### config.mk
export PLATFORM = sky130hd
export DESIGN_NAME = reg_list_sequencer_flat
export DESIGN_NICKNAME = d
export VERILOG_FILES = /design/src/rtl/reg_list_sequencer_pkg.sv /design/src/rtl/reg_list_sequencer_if.sv /design/src/rtl/reg_list_sequencer_priority_encoder.sv /design/src/rtl/reg_list_sequencer.sv /design/src/flat_wrapper.sv
export SDC_FILE = /design/constraint.sdc
export NUM_CORES = 1
export LEC_CHECK = 0
export CAP_MARGIN = 15
export CORE_AREA = 3 3 87 73
export DETAILED_ROUTE_END_ITERATION = 7
export DIE_AREA = 0 0 90 76
export PLACE_DENSITY = 0.7
export SETUP_SLACK_MARGIN = 0.5
export SLEW_MARGIN = 20
export SYNTH_ARGS = -nofsm -noshare
export SYNTH_HDL_FRONTEND = slang
export SYNTH_SLANG_ARGS = --single-unit
### constraint.sdc
create_clock -name clk -period 13.3 [get_ports clk]
set_clock_uncertainty 0.2 [all_clocks]
set_input_delay 2.66 -clock clk [delete_from_list [all_inputs] [get_ports clk]]
set_output_delay 2.66 -clock clk [all_outputs]
set_load 0.02 [all_outputs]
### src/rtl/reg_list_sequencer_pkg.sv
// Shared control-unit definitions for the register-list sequencer:
// sequencer state encoding, default register count and a popcount helper.
package reg_list_sequencer_pkg;

  // Default architectural register count (bitmap width).
  localparam int NUM_REGS_DEFAULT = 16;

  // Widest register bitmap the popcount helper can handle.
  localparam int POPCOUNT_MAX_W = 64;

  typedef enum logic [1:0] {
    ST_IDLE   = 2'd0,
    ST_ACTIVE = 2'd1,
    ST_DONE   = 2'd2
  } seq_state_e;

  // Number of set bits in a bitmap; narrower bitmaps are zero-extended by the caller.
  function automatic logic [7:0] popcount(input logic [POPCOUNT_MAX_W-1:0] bits);
    logic [7:0] total;
    total = '0;
    for (int i = 0; i < POPCOUNT_MAX_W; i++) begin
      total = total + {7'd0, bits[i]};
    end
    return total;
  endfunction

endpackage

### src/rtl/reg_list_sequencer_if.sv
// Handshake bundle between instruction decode / control unit (master)
// and the register-list sequencer (slave).
interface reg_list_sequencer_if
  import reg_list_sequencer_pkg::*;
#(
  parameter int NUM_REGS = NUM_REGS_DEFAULT,
  parameter int ADDR_W   = $clog2(NUM_REGS),
  parameter int CNT_W    = $clog2(NUM_REGS + 1)
);

  logic                start;
  logic [NUM_REGS-1:0] reg_list;
  logic                descending;
  logic                next;

  logic [ADDR_W-1:0]   reg_address;
  logic                valid;
  logic                last;
  logic [CNT_W-1:0]    beat;
  logic [CNT_W-1:0]    count;
  logic                busy;
  logic                done;

  modport master (
    output start, reg_list, descending, next,
    input  reg_address, valid, last, beat, count, busy, done
  );

  modport slave (
    input  start, reg_list, descending, next,
    output reg_address, valid, last, beat, count, busy, done
  );

endinterface

### src/rtl/reg_list_sequencer_priority_encoder.sv
// Picks the lowest (ascending) or highest (descending) set bit of a mask
// and reports whether any bit, or exactly one bit, is set.
module reg_priority_encoder #(
  parameter int NUM_REGS = 16,
  parameter int ADDR_W   = $clog2(NUM_REGS)
) (
  input  logic [NUM_REGS-1:0] i_mask,
  input  logic                i_descending,
  output logic [ADDR_W-1:0]   o_index,
  output logic                o_any,
  output logic                o_oneHotSingle
);

  localparam logic [NUM_REGS-1:0] ONE = NUM_REGS'(1);

  logic [NUM_REGS-1:0] w_maskMinusOne;

  // Scan order decides the winner: the last set bit visited overwrites earlier ones.
  always_comb begin
    o_index = '0;
    if (i_descending) begin
      for (int i = 0; i < NUM_REGS; i++) begin
        if (i_mask[i]) o_index = ADDR_W'(i);
      end
    end else begin
      for (int i = NUM_REGS - 1; i >= 0; i--) begin
        if (i_mask[i]) o_index = ADDR_W'(i);
      end
    end
  end

  // Clearing the lowest set bit leaves zero exactly when only one bit was set.
  always_comb begin
    w_maskMinusOne = i_mask - ONE;
    o_any          = |i_mask;
    o_oneHotSingle = o_any && ((i_mask & w_maskMinusOne) == '0);
  end

endmodule

### src/rtl/reg_list_sequencer.sv
// Register-list sequencer for block transfers (LDM/STM, push/pop).
// Latches a register bitmap on start and hands out the selected register
// indices one per accepted beat, with beat position and total count.
module reg_list_sequencer
  import reg_list_sequencer_pkg::*;
#(
  parameter int NUM_REGS = NUM_REGS_DEFAULT,
  parameter int ADDR_W   = $clog2(NUM_REGS),
  parameter int CNT_W    = $clog2(NUM_REGS + 1)
) (
  input logic                 clk,
  input logic                 reset,
  reg_list_sequencer_if.slave bus
);

  localparam logic [NUM_REGS-1:0] ONE = NUM_REGS'(1);

  seq_state_e          r_state;
  logic [NUM_REGS-1:0] r_pending;
  logic                r_descending;
  logic [CNT_W-1:0]    r_beat;
  logic [CNT_W-1:0]    r_count;

  logic [ADDR_W-1:0]         w_index;
  logic                      w_anySet;
  logic                      w_single;
  logic                      w_valid;
  logic [NUM_REGS-1:0]       w_selectMask;
  logic [POPCOUNT_MAX_W-1:0] w_listWide;
  logic [CNT_W-1:0]          w_listCount;

  reg_priority_encoder #(
    .NUM_REGS (NUM_REGS),
    .ADDR_W   (ADDR_W)
  ) u_encoder (
    .i_mask         (r_pending),
    .i_descending   (r_descending),
    .o_index        (w_index),
    .o_any          (w_anySet),
    .o_oneHotSingle (w_single)
  );

  // Popcount of the incoming list, computed on a zero-extended copy (bitmaps up to 64 regs).
  always_comb begin
    w_listWide  = POPCOUNT_MAX_W'(bus.reg_list);
    w_listCount = CNT_W'(popcount(w_listWide));
  end

  // Outputs decode the registered state and the pending bitmap.
  always_comb begin
    w_valid         = (r_state == ST_ACTIVE) && w_anySet;
    w_selectMask    = ONE << w_index;
    bus.reg_address = w_index;
    bus.valid       = w_valid;
    bus.last        = w_valid && w_single;
    bus.beat        = r_beat;
    bus.count       = r_count;
    bus.busy        = (r_state != ST_IDLE);
    bus.done        = (r_state == ST_DONE);
  end

  // Sequencer FSM: latch on start, retire one register per accepted beat, pulse done once.
  always_ff @(posedge clk) begin
    if (reset) begin
      r_state      <= ST_IDLE;
      r_pending    <= '0;
      r_descending <= 1'b0;
      r_beat       <= '0;
      r_count      <= '0;
    end else begin
      unique case (r_state)
        ST_IDLE: begin
          if (bus.start) begin
            r_pending    <= bus.reg_list;
            r_descending <= bus.descending;
            r_count      <= w_listCount;
            r_beat       <= '0;
            r_state      <= (|bus.reg_list) ? ST_ACTIVE : ST_DONE;
          end
        end
        ST_ACTIVE: begin
          if (w_valid && bus.next) begin
            r_pending <= r_pending & ~w_selectMask;
            r_beat    <= r_beat + CNT_W'(1);
            if (w_single) r_state <= ST_DONE;
          end
        end
        ST_DONE: begin
          r_state <= ST_IDLE;
        end
        default: begin
          r_state <= ST_IDLE;
        end
      endcase
    end
  end

endmodule

### src/flat_wrapper.sv
// flat-port wrapper written by rule: the top's interface ports become plain ports
module reg_list_sequencer_flat import reg_list_sequencer_pkg::*;
#(
  parameter int NUM_REGS = NUM_REGS_DEFAULT,
  parameter int ADDR_W   = $clog2(NUM_REGS),
  parameter int CNT_W    = $clog2(NUM_REGS + 1)
)
  (clk, reset, bus_start, bus_reg_list, bus_descending, bus_next, bus_reg_address, bus_valid, bus_last, bus_beat, bus_count, bus_busy, bus_done);
  reg_list_sequencer_if #(.NUM_REGS(NUM_REGS), .ADDR_W(ADDR_W), .CNT_W(CNT_W)) bus_i ();
  input logic clk;
  input logic reset;
  input wire logic [$bits(bus_i.start)-1:0] bus_start;
  input wire logic [$bits(bus_i.reg_list)-1:0] bus_reg_list;
  input wire logic [$bits(bus_i.descending)-1:0] bus_descending;
  input wire logic [$bits(bus_i.next)-1:0] bus_next;
  output wire logic [$bits(bus_i.reg_address)-1:0] bus_reg_address;
  output wire logic [$bits(bus_i.valid)-1:0] bus_valid;
  output wire logic [$bits(bus_i.last)-1:0] bus_last;
  output wire logic [$bits(bus_i.beat)-1:0] bus_beat;
  output wire logic [$bits(bus_i.count)-1:0] bus_count;
  output wire logic [$bits(bus_i.busy)-1:0] bus_busy;
  output wire logic [$bits(bus_i.done)-1:0] bus_done;
  assign bus_i.start = bus_start;
  assign bus_i.reg_list = bus_reg_list;
  assign bus_i.descending = bus_descending;
  assign bus_i.next = bus_next;
  assign bus_reg_address = bus_i.reg_address;
  assign bus_valid = bus_i.valid;
  assign bus_last = bus_i.last;
  assign bus_beat = bus_i.beat;
  assign bus_count = bus_i.count;
  assign bus_busy = bus_i.busy;
  assign bus_done = bus_i.done;
  reg_list_sequencer #(.NUM_REGS(NUM_REGS), .ADDR_W(ADDR_W), .CNT_W(CNT_W)) u_core (.clk(clk), .reset(reset), .bus(bus_i));
endmodule
Word level (Yosys, flattened, before mapping)
Cells that the tools add are included.
W data, S select, Z words.
{"block": "classes", "add_sub_neg": 17, "n_mul": 0, "n_div": 0, "order_cmp": 0, "eq_ne": 5, "shift": 1, "muxes": 43, "bitwise": 3, "n_reduce_logical": 13}
{"cell": "$mux W4", "n": 31}
{"cell": "$add A5 B1 Y5", "n": 14}
{"cell": "$and A16 B16 Y16", "n": 2}
{"cell": "$mux W16", "n": 2}
{"cell": "$pmux W16 S2", "n": 1}
{"cell": "$reduce_or A16 Y1", "n": 2}
{"cell": "$logic_not A16 Y1", "n": 1}
{"cell": "$not A16 Y16", "n": 1}
{"cell": "$shl A1 B4 Y16 const A", "n": 1}
{"cell": "$sub A16 B1 Y16 const B", "n": 1}
{"cell": "$mux W5", "n": 2}
{"cell": "$pmux W5 S2", "n": 1}
{"cell": "$mux W2", "n": 4}
{"cell": "$reduce_and A3 Y1", "n": 2}
{"cell": "$add A5 B1 Y5 const B", "n": 1}
{"cell": "$logic_and A1 B1 Y1", "n": 4}
{"cell": "$ne A2 B2 Y1 const B", "n": 2}
{"cell": "$pmux W2 S2", "n": 1}
{"cell": "$reduce_bool A2 Y1", "n": 2}
{"cell": "$add A1 B1 Y2", "n": 1}
{"cell": "$eq A2 B1 Y1 const B", "n": 1}
{"cell": "$eq A2 B2 Y1 const B", "n": 1}
{"cell": "$logic_not A2 Y1", "n": 1}
{"cell": "$ne A2 B1 Y1 const B", "n": 1}
{"cell": "other kinds (2)", "n": 2}
{"block": "totals", "register_bits": 29, "latchBits": 0, "mem_bits_rw": 0, "mem_bits_ro": 0, "out_inout_bits": 18, "wordCells": 87, "memories": 0}

Depth between registers and ports, before layout
Gate-level depths: netlist of run 1.
{"block": "depth", "ltp_word": 22, "ltp_mapped": 16}

Cells and area by module
Synthesis of run 1 repeated with hierarchy kept, for this count alone.
{"block": "hier_totals", "cells_unflattened": 294, "hier_area_um2": 2501.1}
{"mod": "reg_list_sequencer", "instances": 1, "cells_per_inst": 215, "area_per_inst_um2": 2004.4, "seq_area_each_um2": 580.6}
{"mod": "reg_priority_encoder", "instances": 1, "cells_per_inst": 79, "area_per_inst_um2": 496.7, "seq_area_each_um2": 0.0}

Worst setup path after synthesis of run 1
OpenSTA, ideal clock, no wires.
{"block": "synth_timing", "path_kind": "input port to flip-flop", "start": "in bus_reg_list[1]", "end": "reg u_core.r_count[4] (netlist: u_core.bus.count[4])", "arrival_ps": 6164, "required_time_ps": 12972, "path_slack_ps": 6808, "stages": 16, "cell_sequence": "inv_1 > ha_1 > inv_1 > fa_1 > inv_1 > fa_1 > fa_1 > inv_1 > fa_1 > inv_1 > fa_1 > fa_1 > a21oi_1 > nor2_1 > a22oi_1 > nor2_1"}
{"block": "synth_via", "elab_chain_cells": 15}
{"item": "start, declared", "line": "flat_wrapper.sv:13", "text": "input wire logic [$bits(bus_i.reg_list)-1:0] bus_reg_list;"}
{"item": "$add A1 B1 Y2", "line": "reg_list_sequencer_pkg.sv:22", "text": "total = total + {7'd0, bits[i]};"}
{"item": "$add A5 B1 Y5 (14 in series)", "line": "reg_list_sequencer_pkg.sv:22"}
{"item": "end signal, assigned", "line": "reg_list_sequencer.sv:76", "text": "r_count <= w_listCount;"}
{"item": "end, declared", "line": "reg_list_sequencer.sv:22", "text": "logic [CNT_W-1:0] r_count;"}
No other way between the ends.
A chain may end at the register's enable or synchronous reset.

Worst setup path in the final report of run 1
{"block": "layout_timing", "start": "in bus_reg_list[0]", "end": "reg u_core.r_count[4] (netlist: u_core.bus.count[4])"}
Same word-level chain as after synthesis.

==> results.yml, run 1 <==
cts:
  ctsHtreeMaxLevel: 2
  cts_resized: 0
  clk_latency_ns: 0.28
  cts.clk_slew.worst_paths_ns: 0.07
  cts_made_buffers: 5
  cts_tree: "built"
  cts_max_path_buffers: 2
  clock_sinks: 29
  root_buffer: "clkbuf_8"
  post_cts.repair.setup_buffers: 0
  cts_hold_buf: 0
logic_synthesis:
  syn-num-nets: 349
  synthFlopType: "dfxtp_1"
  yosysWarnings: 0
  synth_compound_area_frac: 0.243
  yosysSeqAreaShare: 0.237
  synth_top_area_frac: 0.237
  synth_area_leaders: "dfxtp_1 (24%), fa_1 (8.2%), a21oi_1 (5.3%), nand2_1 (4.4%), ha_1 (4.1%)"
  yosysTopAreaCell: "dfxtp_1"
  syn_avg_cell_area_um2: 7.91
  synth_cell_types: 54
  synthAdderAreaFrac: 0.131
  synth-async-reset-ratio: 0
  synth_edf_count: 0
  synth_top_family_by_area: "simple AND/OR/NAND/NOR gates"
  ys_top_cells_by_count: "dfxtp_1 (29), nand2_1 (29), a21oi_1 (26)"
  synth-simple-area-share: 0.261
  syn_area_um2: 2450
  synth_seq_cells: 29
  synth_mux_area_frac: 0.0163
  syn_inst: 310
  synthXorXnorAreaFrac: 0.0178
floorplan:
  die_area_um2: 6840
  ios: 39
  die_h_um: 76
  fp-row-count: 24
  core_um2: 5470
  die_w_um: 90
  initial_utilization: 0.449
worst_setup_path:
  r2r-start: "u_core.r_pending[8]$_SDFFE_PP0P_"
  cp.arrival_ns: 6.88
  startpoint_type: "input pin"
  path_class: "in -> reg"
  crit_top_cell: "fa_1"
  cpPeakStageDelay_ns: 0.51
  path_delay_family: "adder cells"
  slowest_stage: "clkdlybuf4s50_1"
  startpoint: "bus_reg_list[0]"
  required_ns: 13.26
  end_kind: "register"
  critPathBufInv: 6
  r2r_slack_ns: 10.23
  path_max_fanout: 3
  crit_chain: "clkdlybuf4s50_1 > inv_1 > ha_1 > inv_1 > fa_1 > inv_1 > fa_1 > fa_1 > inv_1 > fa_1 > inv_1 > fa_1 > fa_1 > a21oi_1 > nor2_1 > a22oi_1 > nor2_1"
placed_design:
  dpl.cell_count: 401
  port_buffers: 38
  gp_congestion: 0.872
  dp_hpwl_um: 4910
sta:
  layout_min_cycle_time_ns: 6.92
  drv_slew: 0
  grt_setup_unrepaired: "no"
  tightestPinTransition_ns: 0.760
  fmax_mhz: 145
  hold_ws_ns: 0.249
  min_period_over_period: 0.520
  setup_viol: 0
  hold_viol_final: 0
  maxSlewHeadroom: 0.492
  fin_tns_setup_ns: 0
final_layout:
  finalNetCount: 369
  drive_above_1_share: 0.0604
  area.growth.synth_to_final_pct: 18.1
  antenna_cells: 0
  finalNonFillerCells: 409
global_route:
  grt_max_degree: 34
  grt_pass1_wl_um: 11200
  overflow: 0
  grt_pass1_vias: 2222
  grt_usage: 0.198
  antenna_found_initial: 0
detailed_routing:
  vias_per_cell: 5.84
  vias: 2390
  routedWlPerCell_um: 16.3
  drtIter0Drc: 155
  route.detailed.drc: 0
  drtAntennaViolNets: 0
  finalWirelength_um: 6680
  dr.pass1.iters: 5
hold_path:
  min_from: "u_core.bus.count[3]$_SDFFE_PP0P_"
  min_path_type: "reg -> reg"
power:
  power_uw: 409
  ir_worst_vdd_mv: 0.0605
  powerDensity_nw_per_um2: 141
  power.leakage_nw: 1.10
run_status:
  status: "complete, no violations"
run:
  drv_cap: 0
## per-stage QoR
stage,setup WS (ns),util,area [um^2]
after floorplan,6.81,-,2450
after global placement,6.16,0.512,2800
after detailed placement,6.11,0.512,2800
after CTS,6.40,0.530,2900
after global routing,6.17,0.530,2900
final,6.38,0.530,2900
## logic make-up (layout without fill, tap and decap cells)
kind of cell	after synthesis	after routing
simple gates	117	117
fa+ha+maj	20	20
xor+xnor	5	5
flops	29	29
mux	4	4
buf+inv	48	69
compound gates	87	87
## power breakdown
part           internal (mW)  switching, mW
sequential            0.0968         0.0167
combinational         0.0928          0.121
clock                 0.0467         0.0354
## cell type report
type / count / area [um^2]
clock buffer: 7 / 96.3
clock inverter: 1 / 5.00
fill: 554 / 2570
inverter: 20 / 75.1
multi-input combinational: 233 / 1640
sequential: 29 / 581
tap: 78 / 97.6
timing repair buffer: 41 / 403
## placed cells by master (no fill, tap or decap), types with 5 or more instances in the layout
cell type        count
o22ai_1              7
ha_1                 8
a2bb2oi_1            7
nor2b_1              6
fa_1                10
dfxtp_1             29
o21ai_0              8
nor4_1               6
nand2b_1             8
nor3_1              12
nor2_1              24
a311oi_1             5
a21oi_1             26
clkbuf_8             7
inv_1               20
clkdlybuf4s50_1     38
nand2_1             29
nand3b_1             7
a211oi_1             6
## flip-flops by register name, summed over array words and instances, names as in the netlist
| name | cells |
|---|---|
| u_core.r_state | 2 |
| u_core.r_descending | 1 |
| u_core.bus.count | 5 |
| u_core.bus.beat | 5 |
| u_core.r_pending | 16 |
## worst reg2reg max path, stage by stage, from the launching register on
cell and delay (ns):
dfxtp_1 0.45, or4_1 0.72, or4_4 0.56, and4b_1 0.21, buf_4 0.26, a2bb2oi_1 0.21
a21boi_0 0.14, a311oi_1 0.24
## per-layer routing
layer | global-route usage | vias up | part of all wire | wire (um)
li1 | - | 1160 | - | -
met1 | 0.291 | 1129 | 0.47 | 3110
met2 | 0.298 | 93 | 0.45 | 3010
met3 | 0.0385 | 8 | 0.076 | 507
met4 | 0.0443 | 0 | 0.0079 | 53
met5 | 0 | - | 0 | 0
## worst paths after layout
path,to,cells after the start
max reg2reg,u_core.r_pending[2]$_SDFFE_PP0P_,7
min,u_core.bus.count[3]$_SDFFE_PP0P_,2
max,u_core.bus.count[4]$_SDFFE_PP0P_,17
min reg2reg,u_core.bus.count[3]$_SDFFE_PP0P_,2
Note: power is estimated with default switching activity, not from simulation.
==> run 2, diff against run 1 <==
- clock period: 13.3 -> 7 ns (I/O delays scaled with it)
==> run 2 against run 1 <==
- total power is 90% higher
- count of clock-buffer cells in the layout stayed put
- sequential cell count stayed put
- global-route usage hardly changed
- register-to-register slack worse by 6.3 ns
- cell area stayed put
- non-clock buffer count stayed put
- core utilization stayed put
- sequential power is 89% higher
- sequential share of layout area stayed put
- clock power is 89% higher
==> results.yml, run 2 (synthesis results as in run 1) <==
global_route:
  grt_usage: 0.198
  antenna_found_initial: 0
  grt_max_degree: 34
  overflow: 0
  grt_pass1_wl_um: 11300
  grt_pass1_vias: 2270
floorplan:
  die_area_um2: 6840
  initial_utilization: 0.449
  die_w_um: 90
  die_h_um: 76
  core_um2: 5470
  ios: 39
  fp-row-count: 24
cts:
  cts_hold_buf: 0
  post_cts.repair.setup_buffers: 0
  cts_max_path_buffers: 2
  cts_made_buffers: 5
  clk_latency_ns: 0.28
  clock_sinks: 29
  cts.clk_slew.worst_paths_ns: 0.07
  cts_resized: 0
  root_buffer: "clkbuf_8"
  ctsHtreeMaxLevel: 2
  cts_tree: "built"
detailed_routing:
  vias_per_cell: 5.92
  finalWirelength_um: 6580
  routedWlPerCell_um: 16.1
  drtIter0Drc: 197
  dr.pass1.iters: 5
  vias: 2420
  route.detailed.drc: 0
  drtAntennaViolNets: 0
sta:
  min_period_over_period: 0.805
  drv_slew: 0
  setup_viol: 0
  layout_setup_ws_ns: 1.37
  hold_viol_final: 0
  fmax_mhz: 178
  hold_ws_ns: 0.249
  layout_min_cycle_time_ns: 5.63
  maxSlewHeadroom: 0.510
  grt_setup_unrepaired: "no"
  fin_tns_setup_ns: 0
  tightestPinTransition_ns: 0.733
worst_setup_path:
  r2r-end: "u_core.r_pending[0]$_SDFFE_PP0P_"
  path_class: "in -> reg"
  required_ns: 6.96
  startpoint_type: "input pin"
  r2r-start: "u_core.r_pending[8]$_SDFFE_PP0P_"
  end_kind: "register"
  cp.arrival_ns: 5.60
  r2r_slack_ns: 3.90
  path_max_fanout: 3
  ff2ff_path_depth: 7
final_layout:
  final_common_cell: "clkdlybuf4s50_1"
  largest_reg_flops: 16
  finalNetCount: 369
  final_cell_mix: "clkdlybuf4s50_1 (38), nand2_1 (29), dfxtp_1 (29)"
  regMostFlops: "u_core.r_pending"
  drive_above_1_share: 0.0604
  area.growth.synth_to_final_pct: 18.1
  num-fill-cells: 558
  antenna_cells: 0
  final_util: 0.530
hold_path:
  whs_endpoint: "u_core.bus.count[3]$_SDFFE_PP0P_"
  hold_depth: 2
  min_from: "u_core.bus.count[3]$_SDFFE_PP0P_"
  min_path_type: "reg -> reg"
placed_design:
  dp_hpwl_um: 4850
  port_buffers: 38
  gp_congestion: 0.872
  pre_cts_slack_ns: 1.09
power:
  powerDensity_nw_per_um2: 268
  power_uw: 776
  ir_worst_vdd_mv: 0.116
  power.leakage_nw: 1.10
run:
  drv_cap: 0
run_status:
  status: "complete, no violations"
run 2: cell counts in the layout (fill, tap and decap cells not counted):
No cell type changed its count.
run 2: per-stage QoR:
stage,instance area (um^2),std cells
finish,2900,409
global route,2900,409
CTS,2900,409
detailed placement,2800,401
global placement,2800,401
floorplan,2450,310
run 2: critical path: stages:
cell and delay [ns]:
clkdlybuf4s50_1 0.50, inv_1 0.06, ha_1 0.28, inv_1 0.05, fa_1 0.47, inv_1 0.05, fa_1 0.47, fa_1 0.51
inv_1 0.05, fa_1 0.48, inv_1 0.05, fa_1 0.39, fa_1 0.42, a21oi_1 0.14, nor2_1 0.05, a22oi_1 0.16
nor2_1 0.05
run 2: how the worst max path moves through the flow:
stage / startpoint / endpoint / cells past startpoint
final: bus_reg_list[0] / u_core.bus.count[4]$_SDFFE_PP0P_ / 17
after global routing: bus_reg_list[0] / u_core.bus.count[4]$_SDFFE_PP0P_ / 17
after global placement: bus_reg_list[0] / u_core.bus.count[4]$_SDFFE_PP0P_ / 17
after CTS: bus_reg_list[0] / u_core.bus.count[4]$_SDFFE_PP0P_ / 17
after detailed placement: bus_reg_list[0] / u_core.bus.count[4]$_SDFFE_PP0P_ / 17
after floorplan: bus_reg_list[1] / u_core.bus.count[4]$_SDFFE_PP0P_ / 16
run 2: area by class of cell:
| class | count | area [um^2] | area share |
|---|---|---|---|
| Timing Repair Buffer | 41 | 403 | 0.139 |
| Clock inverter | 1 | 5.00 | 0.00173 |
| Clock buffer | 7 | 96.3 | 0.0332 |
| Tap cell | 78 | 97.6 | 0.0337 |
| Multi-Input combinational cell | 233 | 1640 | 0.566 |
| Inverter | 20 | 75.1 | 0.0259 |
| Sequential cell | 29 | 581 | 0.200 |
run 2: report_power, final:
| part | leakage (nW) | switching (mW) | internal, mW | total [mW] |
|---|---|---|---|---|
| Sequential | 0.237 | 0.0318 | 0.184 | 0.216 |
| Combinational | 0.813 | 0.229 | 0.176 | 0.405 |
| Clock | 0.0542 | 0.0659 | 0.0888 | 0.155 |
| Total | 1.10 | 0.326 | 0.449 | 0.776 |
run 2: per-layer routing:
metal / routed length, um / vias to the layer above / global-route usage
met1: 3070 / 1132 / 0.281
met3: 494 / 10 / 0.0454
met5: 0 / - / 0
met2: 2910 / 123 / 0.295
met4: 105 / 0 / 0.0657
li1: - / 1155 / -
==> run 3, diff against run 2 <==
- clock period: 7 -> 5.6 ns (I/O delays scaled with it)
==> run 3 against run 2 <==
- sequential share of layout area fell by 0.23 points
- first-iteration DRC count decreased by 9.1%
- non-clock buffer count is 3 higher
- cell count is 0.73% higher
- via count decreased by 1.7%
- clock power is 25% higher
- register-to-register slack worse by 1.6 ns
- combinational power up 28%
- sequential cell count unchanged
- critical endpoint unchanged
- highest routed layer unchanged
==> results.yml, run 3 (synthesis results as in run 1) <==
power:
  power.leakage_nw: 1.14
  powerDensity_nw_per_um2: 334
  ir_worst_vdd_mv: 0.167
  power_uw: 980
worst_setup_path:
  end_kind: "register"
  path_class: "in -> reg"
  required_ns: 5.57
  crit_end: "u_core.bus.count[4]$_SDFFE_PP0P_"
  cp.arrival_ns: 4.91
  path_max_fanout: 2
  startpoint: "bus_reg_list[1]"
  r2r-start: "u_core.r_pending[4]$_SDFFE_PP0P_"
  r2r-end: "u_core.r_pending[10]$_SDFFE_PP0P_"
  r2r_slack_ns: 2.28
  startpoint_type: "input pin"
  ff2ff_path_depth: 7
global_route:
  grt_max_degree: 34
  overflow: 0
  grt_pass1_vias: 2152
  grt_usage: 0.189
  grt_pass1_wl_um: 10800
  antenna_found_initial: 0
sta:
  setup_viol: 0
  drv_slew: 0
  maxSlewHeadroom: 0.295
  fmax_mhz: 202
  grt_setup_unrepaired: "no"
  layout_min_cycle_time_ns: 4.95
  layout_setup_ws_ns: 0.655
  tightestPinTransition_ns: 1.06
  min_period_over_period: 0.883
  hold_viol_final: 0
  fin_tns_setup_ns: 0
cts:
  root_buffer: "clkbuf_8"
  cts.clk_slew.worst_paths_ns: 0.07
  cts_made_buffers: 5
  ctsHtreeMaxLevel: 2
  cts_max_path_buffers: 2
  clock_sinks: 29
  clk_latency_ns: 0.28
  cts_tree: "built"
  post_cts.repair.setup_buffers: 0
placed_design:
  port_buffers: 38
  gp_congestion: 0.868
  pre_cts_slack_ns: 0.00171
  dp_hpwl_um: 4820
detailed_routing:
  dr.pass1.iters: 4
  routedWlPerCell_um: 15.9
  vias: 2380
  drtAntennaViolNets: 0
  finalWirelength_um: 6550
  drtIter0Drc: 179
  vias_per_cell: 5.78
  route.detailed.drc: 0
final_layout:
  num-fill-cells: 532
  final_util: 0.536
  area.growth.synth_to_final_pct: 19.5
  final_common_cell: "clkdlybuf4s50_1"
  largest_reg_flops: 16
  final_cell_mix: "clkdlybuf4s50_1 (34), nand2_1 (29), dfxtp_1 (29)"
  antenna_cells: 0
  drive_above_1_share: 0.0808
  regMostFlops: "u_core.r_pending"
  finalNetCount: 372
floorplan:
  die_h_um: 76
  ios: 39
  initial_utilization: 0.449
  die_w_um: 90
  fp-row-count: 24
  die_area_um2: 6840
  core_um2: 5470
run:
  drv_cap: 0
hold_path:
  min_path_type: "reg -> reg"
run_status:
  status: "complete, no violations"
## run 3: changes by cell type in the layout (fill, tap and decap cells not counted), sizes merged
cell and delta:
dlygate4sd2 +2, buf +3, clkdlybuf4s50 -4, dlymetal6s2s +2
## run 3: report_power, final
part | leakage [nW] | switching (mW) | internal (mW)
logic | 0.846 | 0.290 | 0.227
registers | 0.237 | 0.0391 | 0.230
clock network | 0.0542 | 0.0827 | 0.111
## run 3: how the worst min path moves through the flow
stage	slack, ns	startpoint	to	cells past startpoint
floorplan	0.32	u_core.r_state[1]$_SDFFE_PP0P_	u_core.r_state[0]$_SDFFE_PP0P_	2
global placement	0.24	u_core.bus.count[3]$_SDFFE_PP0P_	u_core.bus.count[3]$_SDFFE_PP0P_	2
detailed placement	0.25	u_core.bus.count[3]$_SDFFE_PP0P_	u_core.bus.count[3]$_SDFFE_PP0P_	2
CTS	0.26	u_core.bus.count[3]$_SDFFE_PP0P_	u_core.bus.count[3]$_SDFFE_PP0P_	2
global route	0.28	u_core.bus.count[1]$_SDFFE_PP0P_	u_core.bus.count[1]$_SDFFE_PP0P_	2
finish	0.25	u_core.bus.count[3]$_SDFFE_PP0P_	u_core.bus.count[3]$_SDFFE_PP0P_	2
## run 3: what timing repair did
item	in CTS	in global routing
endpoints found under the hold margin	0	0
setup endpoints to repair	4	2
pin swaps	6	1
hold buffers	0	0
resized for setup	5	3
## run 3: per-stage QoR
stage	cell area, um^2	hold WS (ns)	cells
2_1_floorplan	2450	0.321	310
3_3_place_gp	2820	0.241	404
3_5_place_dp	2820	0.248	404
4_1_cts	2930	0.258	412
5_1_grt	2930	0.279	412
6_report	2930	0.250	412
## run 3: per-layer routing
metal  wire length, um  global-route usage
met4                60              0.0459
met2              2870               0.281
met5                 0                   0
met1              3240               0.278
met3               375              0.0415
## run 3: worst max-delay path, cell delays in order
cell           delay [ns]
dlygate4sd2_1        0.21
inv_1                0.06
ha_1                 0.27
inv_1                0.04
fa_1                 0.47
inv_1                0.05
fa_1                 0.45
fa_1                 0.49
inv_1                0.05
fa_1                 0.47
inv_1                0.05
fa_2                 0.37
fa_2                 0.38
a21oi_2              0.14
nor2_1               0.05
a22oi_1              0.19
nor2_1               0.06
## run 3: area by class of cell
cell class,instances,area (um^2),area share
tap,78,97.6,0.0333
multi-input combinational,233,1650,0.563
sequential,29,581,0.198
clock buffer,7,96.3,0.0329
clock inverter,1,5.00,0.00171
timing repair buffer,44,428,0.146
inverter,20,75.1,0.0256
